### src/rtl/fifo_pkg.sv
// Shared types and helpers for the dual-clock FIFO controllers.
// Gray/binary conversion works on a 32-bit container; callers slice their width.
package fifo_pkg;

  localparam int ADDR_WIDTH_DEF = 3;
  localparam int SYNC_STAGES_MIN = 2;
  localparam int CONV_W = 32;

  function automatic logic [CONV_W-1:0] bin2gray(
    input logic [CONV_W-1:0] b
  );
    return b ^ (b >> 1);
  endfunction

  function automatic logic [CONV_W-1:0] gray2bin(
    input logic [CONV_W-1:0] g
  );
    logic [CONV_W-1:0] b;
    b[CONV_W-1] = g[CONV_W-1];
    for (int i = CONV_W - 2; i >= 0; i--) begin
      b[i] = b[i+1] ^ g[i];
    end
    return b;
  endfunction

endpackage

### src/rtl/fifo_sync_bus.sv
// Multi-flop synchroniser for a gray-coded bus crossing clock domains.
// Synchronous active-high reset clears every stage.
module fifo_sync_bus #(
  parameter int WIDTH  = 4,
  parameter int STAGES = 2
) (
  input  logic             clk,
  input  logic             rst,
  input  logic [WIDTH-1:0] d,
  output logic [WIDTH-1:0] q
);

  logic [STAGES-1:0][WIDTH-1:0] stage;

  always_ff @(posedge clk) begin
    if (rst) begin
      stage <= '0;
    end else begin
      stage[0] <= d;
      for (int i = 1; i < STAGES; i++) begin
        stage[i] <= stage[i-1];
      end
    end
  end

  assign q = stage[STAGES-1];

endmodule

### src/rtl/fifo_rd_ctrl_prog.sv
// Read-side FIFO controller: synchronised write pointer, fill level,
// programmable almost-empty flag and sticky underflow error.
module fifo_rd_ctrl_prog
  import fifo_pkg::*;
#(
  parameter int ADDR_WIDTH  = ADDR_WIDTH_DEF,
  parameter int SYNC_STAGES = SYNC_STAGES_MIN
) (
  input  logic                  Rclk,
  input  logic                  Rrst,
  input  logic                  Rinc,
  input  logic [ADDR_WIDTH:0]   Wptr_gray,
  input  logic [ADDR_WIDTH:0]   Rae_thresh,
  input  logic                  Rclr_err,
  output logic [ADDR_WIDTH-1:0] Radder,
  output logic [ADDR_WIDTH:0]   Rptr,
  output logic                  Rempty,
  output logic                  Ralmost_empty,
  output logic [ADDR_WIDTH:0]   Rlevel,
  output logic                  Runderflow
);

  localparam int PW = ADDR_WIDTH + 1;

  logic [PW-1:0] rbin;
  logic [PW-1:0] rbin_next;
  logic [PW-1:0] rgray_next;
  logic [PW-1:0] wq;
  logic [PW-1:0] wbin;
  logic [PW-1:0] level_next;
  logic          rd_en;

  logic [CONV_W-1:0] wbin_full;
  logic [CONV_W-1:0] rgray_full;
  logic              unused_hi;

  fifo_sync_bus #(
    .WIDTH (PW),
    .STAGES(SYNC_STAGES)
  ) u_wsync (
    .clk(Rclk),
    .rst(Rrst),
    .d  (Wptr_gray),
    .q  (wq)
  );

  assign wbin_full  = gray2bin(CONV_W'(wq));
  assign wbin       = wbin_full[PW-1:0];
  assign rd_en      = Rinc & ~Rempty;
  assign rbin_next  = rbin + PW'(rd_en);
  assign rgray_full = bin2gray(CONV_W'(rbin_next));
  assign rgray_next = rgray_full[PW-1:0];
  assign level_next = wbin - rbin_next;
  assign unused_hi  = ^{wbin_full[CONV_W-1:PW], rgray_full[CONV_W-1:PW]};

  always_ff @(posedge Rclk) begin
    if (Rrst) begin
      rbin          <= '0;
      Rptr          <= '0;
      Rempty        <= 1'b1;
      Ralmost_empty <= 1'b1;
      Rlevel        <= '0;
      Runderflow    <= 1'b0;
    end else begin
      rbin          <= rbin_next;
      Rptr          <= rgray_next;
      Rempty        <= (rgray_next == wq);
      Rlevel        <= level_next;
      Ralmost_empty <= (level_next <= Rae_thresh);
      // a fresh underflow outranks a concurrent clear
      if (Rinc & Rempty) begin
        Runderflow <= 1'b1;
      end else if (Rclr_err) begin
        Runderflow <= 1'b0;
      end
    end
  end

  assign Radder = rbin[ADDR_WIDTH-1:0];

endmodule

### config.mk
export PLATFORM = sky130hd
export DESIGN_NAME = fifo_rd_ctrl_prog
export DESIGN_NICKNAME = d
export VERILOG_FILES = /design/src/rtl/fifo_pkg.sv /design/src/rtl/fifo_sync_bus.sv /design/src/rtl/fifo_rd_ctrl_prog.sv
export SDC_FILE = /design/constraint.sdc
export NUM_CORES = 1
export LEC_CHECK = 0
export CAP_MARGIN = 30
export CELL_PAD_IN_SITES_DETAIL_PLACEMENT = 0
export CELL_PAD_IN_SITES_GLOBAL_PLACEMENT = 2
export CORE_MARGIN = 8
export CORE_UTILIZATION = 30
export DETAILED_ROUTE_END_ITERATION = 12
export GPL_TIMING_DRIVEN = 0
export PLACE_DENSITY_LB_ADDON = 0.05
export SLEW_MARGIN = 5
export SYNTH_ARGS = -nofsm -noshare
export SYNTH_HDL_FRONTEND = slang
export SYNTH_HIERARCHICAL = 1
export SYNTH_SLANG_ARGS = --single-unit
export TNS_END_PERCENT = 5
### constraint.sdc
create_clock -name Rclk -period 6.8 [get_ports Rclk]
set_input_delay 1.36 -clock Rclk [delete_from_list [all_inputs] [get_ports Rclk]]
set_output_delay 1.36 -clock Rclk [all_outputs]
set_load 0.05 [all_outputs]
## Yosys cells after proc, flatten, opt, wreduce, memory -nomap -nowiden

Index checks and enable logic that the tools add are counted.

| word-level totals | value |
|---|---|
| register bits | 23 |
| input port bits | 12 |
| output and inout bits | 14 |
| logic and storage cells | 22 |

| operators by class | value |
|---|---|
| add/sub/neg operators | 2 |
| magnitude comparators | 1 |
| equal/unequal tests | 1 |
| mux-type cells | 2 |
| bitwise operators | 7 |
| reduce and logical (&&, ||, !) cells | 1 |

Operators by type and width:

| cell | number |
|---|---|
| adder 4 x 1 -> 4 bit | 1 |
| == test 4 bit | 1 |
| <= comparator 4 bit | 1 |
| subtractor 4 bit | 1 |
| XOR 4 x 3 -> 4 bit | 1 |
| XOR 1 bit | 3 |
| bitwise AND 1 bit | 2 |
| 2-to-1 mux 1 bit | 2 |
| nonzero test 2 bit | 1 |
| NOT 1 bit | 1 |

## Depth between registers and ports, before layout

Gate-level depths: netlist of run 1.

| logic depth | value |
|---|---|
| depth in word-level cells | 5 |
| depth in mapped cells | 12 |
| mapped depth without buffers | 12 |

## Hierarchy

The synthesis of run 1 kept the hierarchy.

Modules (own cells, without submodules):

| module | instances | cells each | area an instance (um2) | sequential area each (um2) |
|---|---|---|---|---|
| fifo_rd_ctrl_prog | 1 | 79 | 767.0 | 280.3 |
| fifo_sync_bus | 1 | 20 | 240.2 | 160.2 |

## Worst setup path before layout of run 1

Ideal clock, no wire load.

| timing path | value |
|---|---|
| path type | input to register |
| start point | input Rinc |
| end point | register Ralmost_empty |
| library setup time | 0.126 ns |
| arrival time | 3.480 ns |
| required time | 6.674 ns |
| setup slack | 3.194 ns |
| stages on the path | 12 |
| path buffers | 0 |
| path through | nor2b_1 ha_1 ha_1 inv_1 ha_1 nor2b_1 o21ai_0 a21o_1 nand2_1 ha_1 a41oi_1 o21ai_0 |

| on the way | value |
|---|---|
| word-level cells in the longest chain between the ends | 4 |

Ends and longest elaborated chain:

| item | line | RTL |
|---|---|---|
| start: declaration | fifo_rd_ctrl_prog.sv:11 | `input logic Rinc,` |
| bitwise AND 1 bit | fifo_rd_ctrl_prog.sv:49 | `assign rd_en = Rinc & ~Rempty;` |
| adder 4 x 1 -> 4 bit | fifo_rd_ctrl_prog.sv:50 | `assign rbin_next = rbin + PW'(rd_en);` |
| named net rbin_next[1] | fifo_rd_ctrl_prog.sv:26 | `logic [PW-1:0] rbin_next;` |
| subtractor 4 bit | fifo_rd_ctrl_prog.sv:53 | `assign level_next = wbin - rbin_next;` |
| named net level_next[3] | fifo_rd_ctrl_prog.sv:30 | `logic [PW-1:0] level_next;` |
| <= comparator 4 bit | fifo_rd_ctrl_prog.sv:69 | `Ralmost_empty <= (level_next <= Rae_thresh);` |
| end signal: assignment | fifo_rd_ctrl_prog.sv:69 |  |
| end: declaration | fifo_rd_ctrl_prog.sv:18 | `output logic Ralmost_empty,` |

The timed path passes the listed nets, and every way through them passes these cells.
A chain may end at the register's enable or synchronous reset.

## Worst setup path after layout of run 1

Same ends and word-level chain as after synthesis.

==> results of run 1 <==
==> registers in the layout, indices dropped and copies added, names as in the netlist <==
name           flops
Ralmost_empty      1
Rempty             1
Rlevel             4
Rptr               4
Runderflow         1
rbin               3
u_wsync/q          4
u_wsync/stage      4
==> cell type report <==
cell class / count / area share
well taps: 46 / 0.0421
clock buffers: 3 / 0.0165
repair buffers: 25 / 0.183
clock inverters: 1 / 0.0220
plain buffers: 5 / 0.0247
multi-input cells: 65 / 0.371
inverters: 7 / 0.0192
flip-flops and latches: 22 / 0.322
==> synthesized netlist by cell type (all sizes together) <==
cell,number,area [um2]
a41oi,1,8.76
nor2,8,30.0
a31o,1,8.76
nor2b,14,87.6
xor2,4,35.0
o21ba,1,10.0
and2,2,13.8
xnor2,10,95.1
buf,4,30.0
inv,7,26.3
o21ai,2,10.0
a21boi,1,7.51
ha,9,113
nand3,2,10.0
a21oi,2,10.0
mux2,1,11.3
nand2b,1,6.26
nand2,2,7.51
fa,1,20.0
o21a,2,15.0
a21o,1,7.51
clkbuf,1,3.75
dfxtp,22,440
==> kinds of logic after synthesis <==
logic type / after synthesis / synth area share
AND/OR/NAND/NOR: 29 / 0.154
flip-flops: 22 / 0.437
XOR/XNOR: 14 / 0.129
buffers and inverters: 12 / 0.0596
AO/OA/AOI/OAI: 11 / 0.0770
adder cells (fa/ha/maj): 10 / 0.132
multiplexers: 1 / 0.0112
==> report_power, final <==
part	switching (mW)	leakage, nW	internal, mW
logic	0.0588	0.364	0.0439
clock network	0.0423	0.0279	0.0596
registers	0.00312	0.181	0.139
==> metrics by stage <==
step | worst slack, ns | power (mW)
2_1_floorplan | 3.19 | 0.217
3_3_place_gp | 2.51 | 0.249
3_5_place_dp | 2.52 | 0.249
4_1_cts | 2.85 | 0.353
5_1_grt | 2.61 | 0.366
6_report | 2.88 | 0.347
==> path summary, 6_finish.rpt <==
| check | from | endpoint | slack [ns] | depth (start not counted) |
|---|---|---|---|---|
| worst max register to register | u_wsync/q[3] | Ralmost_empty | 4.00 | 12 |
| worst min-delay path | u_wsync/stage[1] | u_wsync/q[1] | 0.45 | 1 |
| worst max-delay path | Rinc | Ralmost_empty | 2.88 | 13 |
| worst min register to register | u_wsync/stage[1] | u_wsync/q[1] | 0.45 | 1 |
==> routing by layer <==
layer,up-vias,wire length (um),part of all wire,GRT usage
met3,4,150,0.081,0.0310
met5,-,0,0,0
li1,371,-,-,-
met4,0,38,0.020,0.0532
met1,291,861,0.46,0.0923
met2,21,811,0.44,0.103
==> results.py, run 1 <==
metrics = {
    "placement": {
        "numPortBuffers": 25,
        "dp.cells": 170,
        "gp_congestion": 0.743,
        "dpl.hpwl_um": 1440,
        "place_area_um2": 1320,
    },
    "drt": {
        "ant_nets": 0,
        "drc": 0,
        "drtIter0Drc": 30,
        "viasPerCell": 3.95,
        "drt_first_pass_iters": 2,
        "routed-via-count": 687,
        "wirelength_um": 1860,
        "wl_per_cell_um": 10.7,
    },
    "sta": {
        "slew_violations": 0,
        "period_share": 0.577,
        "slew-limit-headroom": 0.665,
        "hold_slack_ns": 0.450,
        "rsz0062_at_grt": "no",
        "period_minus_slack_ns": 3.92,
        "setup_viol": 0,
        "worst_pin_slew_ns": 0.500,
        "fmax_mhz": 255,
        "finalHoldViolCount": 0,
        "setup_tns_ns": 0,
        "fin_skew_ns": 0.00349,
    },
    "finish": {
        "syn_to_final_growth_pct": 35.8,
        "fin_area_um2": 1370,
        "fin_util": 0.416,
        "final_common_cell": "clkdlybuf4s50_1",
        "final_cells": 174,
        "nFillCells": 345,
        "nNetsFinal": 151,
        "ff_latch_area_um2": 440,
        "antenna_cells": 0,
        "multi_input_area_um2": 507,
        "final_cell_mix": "25 x clkdlybuf4s50_1, 22 x dfxtp_1, 14 x nor2b_1",
        "drive_above_1_share": 0.0859,
    },
    "setup_path": {
        "cpPeakStageDelay_ns": 0.45,
        "crit_path_start_kind": "input port",
        "worst-path-buf-inv": 2,
        "critPathMaxFanout": 7,
        "critPathKind": "input port to flop",
        "path_cells": "clkdlybuf4s50_1 > nor2b_1 > ha_1 > ha_1 > inv_1 > ha_1 > nor2b_1 > o21ai_0 > a21o_1 > nand2_1 > ha_1 > a41oi_1 > o21ai_0",
        "slowest_stage": "ha_1",
        "end_kind": "flop",
        "required_ns": 7.01,
        "cpMostUsedCell": "ha_1",
        "arrival_ns": 4.13,
        "critical_path.top_delay_family": "adder cells",
    },
    "floorplanning": {
        "fp.dieW_um": 73.9,
        "die_area_um2": 5470,
        "io_pins": 26,
        "fp.coreArea_um2": 3280,
        "die_h_um": 73.9,
        "start_util": 0.307,
        "core.rowCount": 21,
    },
    "clocking": {
        "cts_resized": 0,
        "cts.sinks": 22,
        "clockBufferDepth": 2,
        "post_cts.repair.setup_buffers": 0,
        "insertion_delay_ns": 0.31,
        "hold_buffers": 0,
        "htreeDepth": 1,
        "clk_pin_slew_ns": 0.13,
        "root_buffer": "clkbuf_4",
        "cts_made_buffers": 3,
        "cts_tree": "yes",
    },
    "logic_synthesis": {
        "netlist_area_um2": 1010,
        "synthCells": 99,
        "synth_seq_cells": 22,
        "seq_area_frac_synth": 0.437,
        "ys.warnings.count": 6,
        "syn_area_per_cell_um2": 10.2,
        "synth_nets": 121,
        "ys_types": 25,
    },
    "grt": {
        "antenna_found_initial": 0,
        "grt_max_degree": 14,
        "grt_overflow": 0,
        "grt_usage": 0.0750,
        "first_global_vias": 702,
        "grt_pass1_wl_um": 3040,
    },
    "power": {
        "power.density_nw_per_um2": 254,
        "irDropWorstVdd_v": 0.000119,
        "p_leak_nw": 0.572,
    },
    "job": {
        "cap_viol_max_count": 0,
    },
    "status": {
        "status": "finished clean",
    },
    "min_path": {
        "hold_class": "flop to flop",
    },
}
(Power assumes the default switching activity.)
==> run 2, diff against run 1 <==
- CORE_UTILIZATION: 30 -> 29
- clock period: 6.8 -> 4.1 ns (I/O delays scaled with it)
==> results.py, run 2 (synthesized netlist as in run 1, its figures left out) <==
metrics = {
    "setup_path": {
        "path_cells": "clkdlybuf4s50_1 > nor2b_1 > ha_1 > ha_1 > inv_1 > ha_1 > nor2b_1 > o21ai_0 > a21o_1 > nand2_1 > ha_1 > a41oi_1 > o21ai_0",
        "arrival_ns": 3.59,
        "cpPeakStageDelay_ns": 0.46,
        "critPathKind": "input port to flop",
        "crit_path_start_kind": "input port",
        "slowest_stage": "ha_1",
        "cpMostUsedCell": "ha_1",
        "critPathMaxFanout": 7,
        "required_ns": 4.30,
        "end_kind": "flop",
    },
    "drt": {
        "routed-via-count": 707,
        "drc": 0,
        "drtIter0Drc": 15,
        "drt_first_pass_iters": 4,
        "ant_nets": 0,
        "viasPerCell": 4.06,
        "wl_per_cell_um": 11.1,
        "wirelength_um": 1940,
    },
    "power": {
        "p_int_mw": 0.358,
        "combPwrFrac": 0.322,
        "irDropWorstVdd_v": 0.000167,
        "clockPowerShare": 0.231,
        "p_sw_frac": 0.324,
        "p_seq_frac": 0.446,
        "power_switching_mw": 0.172,
        "power_mw": 0.530,
        "power.density_nw_per_um2": 392,
        "p_leak_nw": 0.565,
    },
    "clocking": {
        "hold_buffers": 0,
        "cts_tree": "yes",
        "root_buffer": "clkbuf_4",
        "htreeDepth": 1,
        "insertion_delay_ns": 0.31,
        "cts_made_buffers": 3,
        "clockBufferDepth": 2,
        "cts_resized": 0,
        "clk_pin_slew_ns": 0.12,
        "cts.sinks": 22,
        "post_cts.repair.setup_buffers": 0,
    },
    "sta": {
        "fmax_mhz": 295,
        "slew-limit-headroom": 0.661,
        "finalHoldViolCount": 0,
        "hold_slack_ns": 0.453,
        "period_share": 0.825,
        "setup_viol": 0,
        "worst_pin_slew_ns": 0.509,
        "fin_skew_ns": 0.00251,
        "setup_tns_ns": 0,
        "period_minus_slack_ns": 3.38,
        "slew_violations": 0,
        "rsz0062_at_grt": "no",
    },
    "finish": {
        "nNetsFinal": 151,
        "multi_input_area_um2": 507,
        "nFillCells": 346,
        "antenna_cells": 0,
        "final_cell_mix": "25 x clkdlybuf4s50_1, 22 x dfxtp_1, 14 x nor2b_1",
        "ff_latch_area_um2": 440,
        "syn_to_final_growth_pct": 34.2,
        "final_common_cell": "clkdlybuf4s50_1",
        "drive_above_1_share": 0.0859,
    },
    "grt": {
        "grt_pass1_wl_um": 3220,
        "antenna_found_initial": 0,
        "grt_usage": 0.0763,
        "grt_max_degree": 14,
        "grt_overflow": 0,
        "first_global_vias": 725,
    },
    "min_path": {
        "hold_class": "flop to flop",
    },
    "status": {
        "status": "finished clean",
    },
    "floorplanning": {
        "die_h_um": 74.9,
        "start_util": 0.302,
        "die_area_um2": 5620,
        "io_pins": 26,
        "fp.coreArea_um2": 3340,
        "fp.dieW_um": 74.9,
        "core.rowCount": 21,
    },
    "placement": {
        "numPortBuffers": 25,
        "dpl.hpwl_um": 1480,
        "gp_congestion": 0.706,
    },
    "job": {
        "cap_viol_max_count": 0,
    },
}
[run 2: cell count changes in the layout (fill, tap and decap cells not counted), sizes merged]
cell	before	now
clkbuf	4	5
bufinv	1	0
[run 2: final cells by class]
class	instances	share of cell area
Buffer	5	0.0250
Multi-Input combinational cell	65	0.375
Tap cell	46	0.0426
Sequential cell	22	0.326
Timing Repair Buffer	25	0.185
Inverter	7	0.0194
Clock buffer	4	0.0269
[run 2: critical path, delay by kind of cell]
kind / cells / cell delay [ns]
buffers and inverters: 2 / 0.52
adder cells (fa/ha/maj): 4 / 1.25
AO/OA/AOI/OAI: 4 / 0.68
AND/OR/NAND/NOR: 3 / 0.32
[run 2: power by group through the flow]
stage               registers [mW]  clock network [mW]  logic [mW]
detailed placement           0.242                   0       0.172
floorplan                    0.290                   0      0.0692
global route                 0.239               0.135       0.187
global placement             0.241                   0       0.172
finish                       0.236               0.123       0.171
CTS                          0.237               0.127       0.174
[run 2: path summary, 6_finish.rpt]
check,from,end,cells past startpoint,slack [ns]
worst max-delay path,Rinc,Ralmost_empty,13,0.72
worst max register to register,u_wsync/q[3],Ralmost_empty,12,1.25
worst min register to register,u_wsync/stage[0],u_wsync/q[0],1,0.45
worst min-delay path,u_wsync/stage[0],u_wsync/q[0],1,0.45
[run 2: per-stage QoR]
| step | instance area (um2) | cells | worst slack [ns] | util |
|---|---|---|---|---|
| CTS | 1350 | 174 | 0.681 | 0.405 |
| global route | 1350 | 174 | 0.481 | 0.405 |
| floorplan | 1010 | 99 | 1.03 | - |
| detailed placement | 1320 | 170 | 0.353 | 0.394 |
| finish | 1350 | 174 | 0.716 | 0.405 |
| global placement | 1320 | 170 | 0.340 | 0.394 |
[run 2: per-layer routing]
| layer | wire [um] | global-route usage | vias to the layer above |
|---|---|---|---|
| li1 | - | - | 369 |
| met3 | 143 | 0.0240 | 2 |
| met4 | 20 | 0.0457 | 0 |
| met2 | 851 | 0.116 | 18 |
| met1 | 921 | 0.0914 | 318 |
| met5 | 0 | 0 | - |
==> run 3, diff against run 2 <==
- clock period: 4.1 -> 3.5 ns (I/O delays scaled with it)
==> results of run 3 <==
The final DEF is identical to that of run 2. Status: finished clean.
Main changes from that run: setup slack after placement 0.353 ns -> -0.127 ns; setup slack after layout 0.716 ns -> 0.236 ns; register-to-register setup slack 1.25 ns -> 0.65 ns; total power 0.530 mW -> 0.620 mW; worst IR drop on VDD 0.000167 V -> 0.000196 V
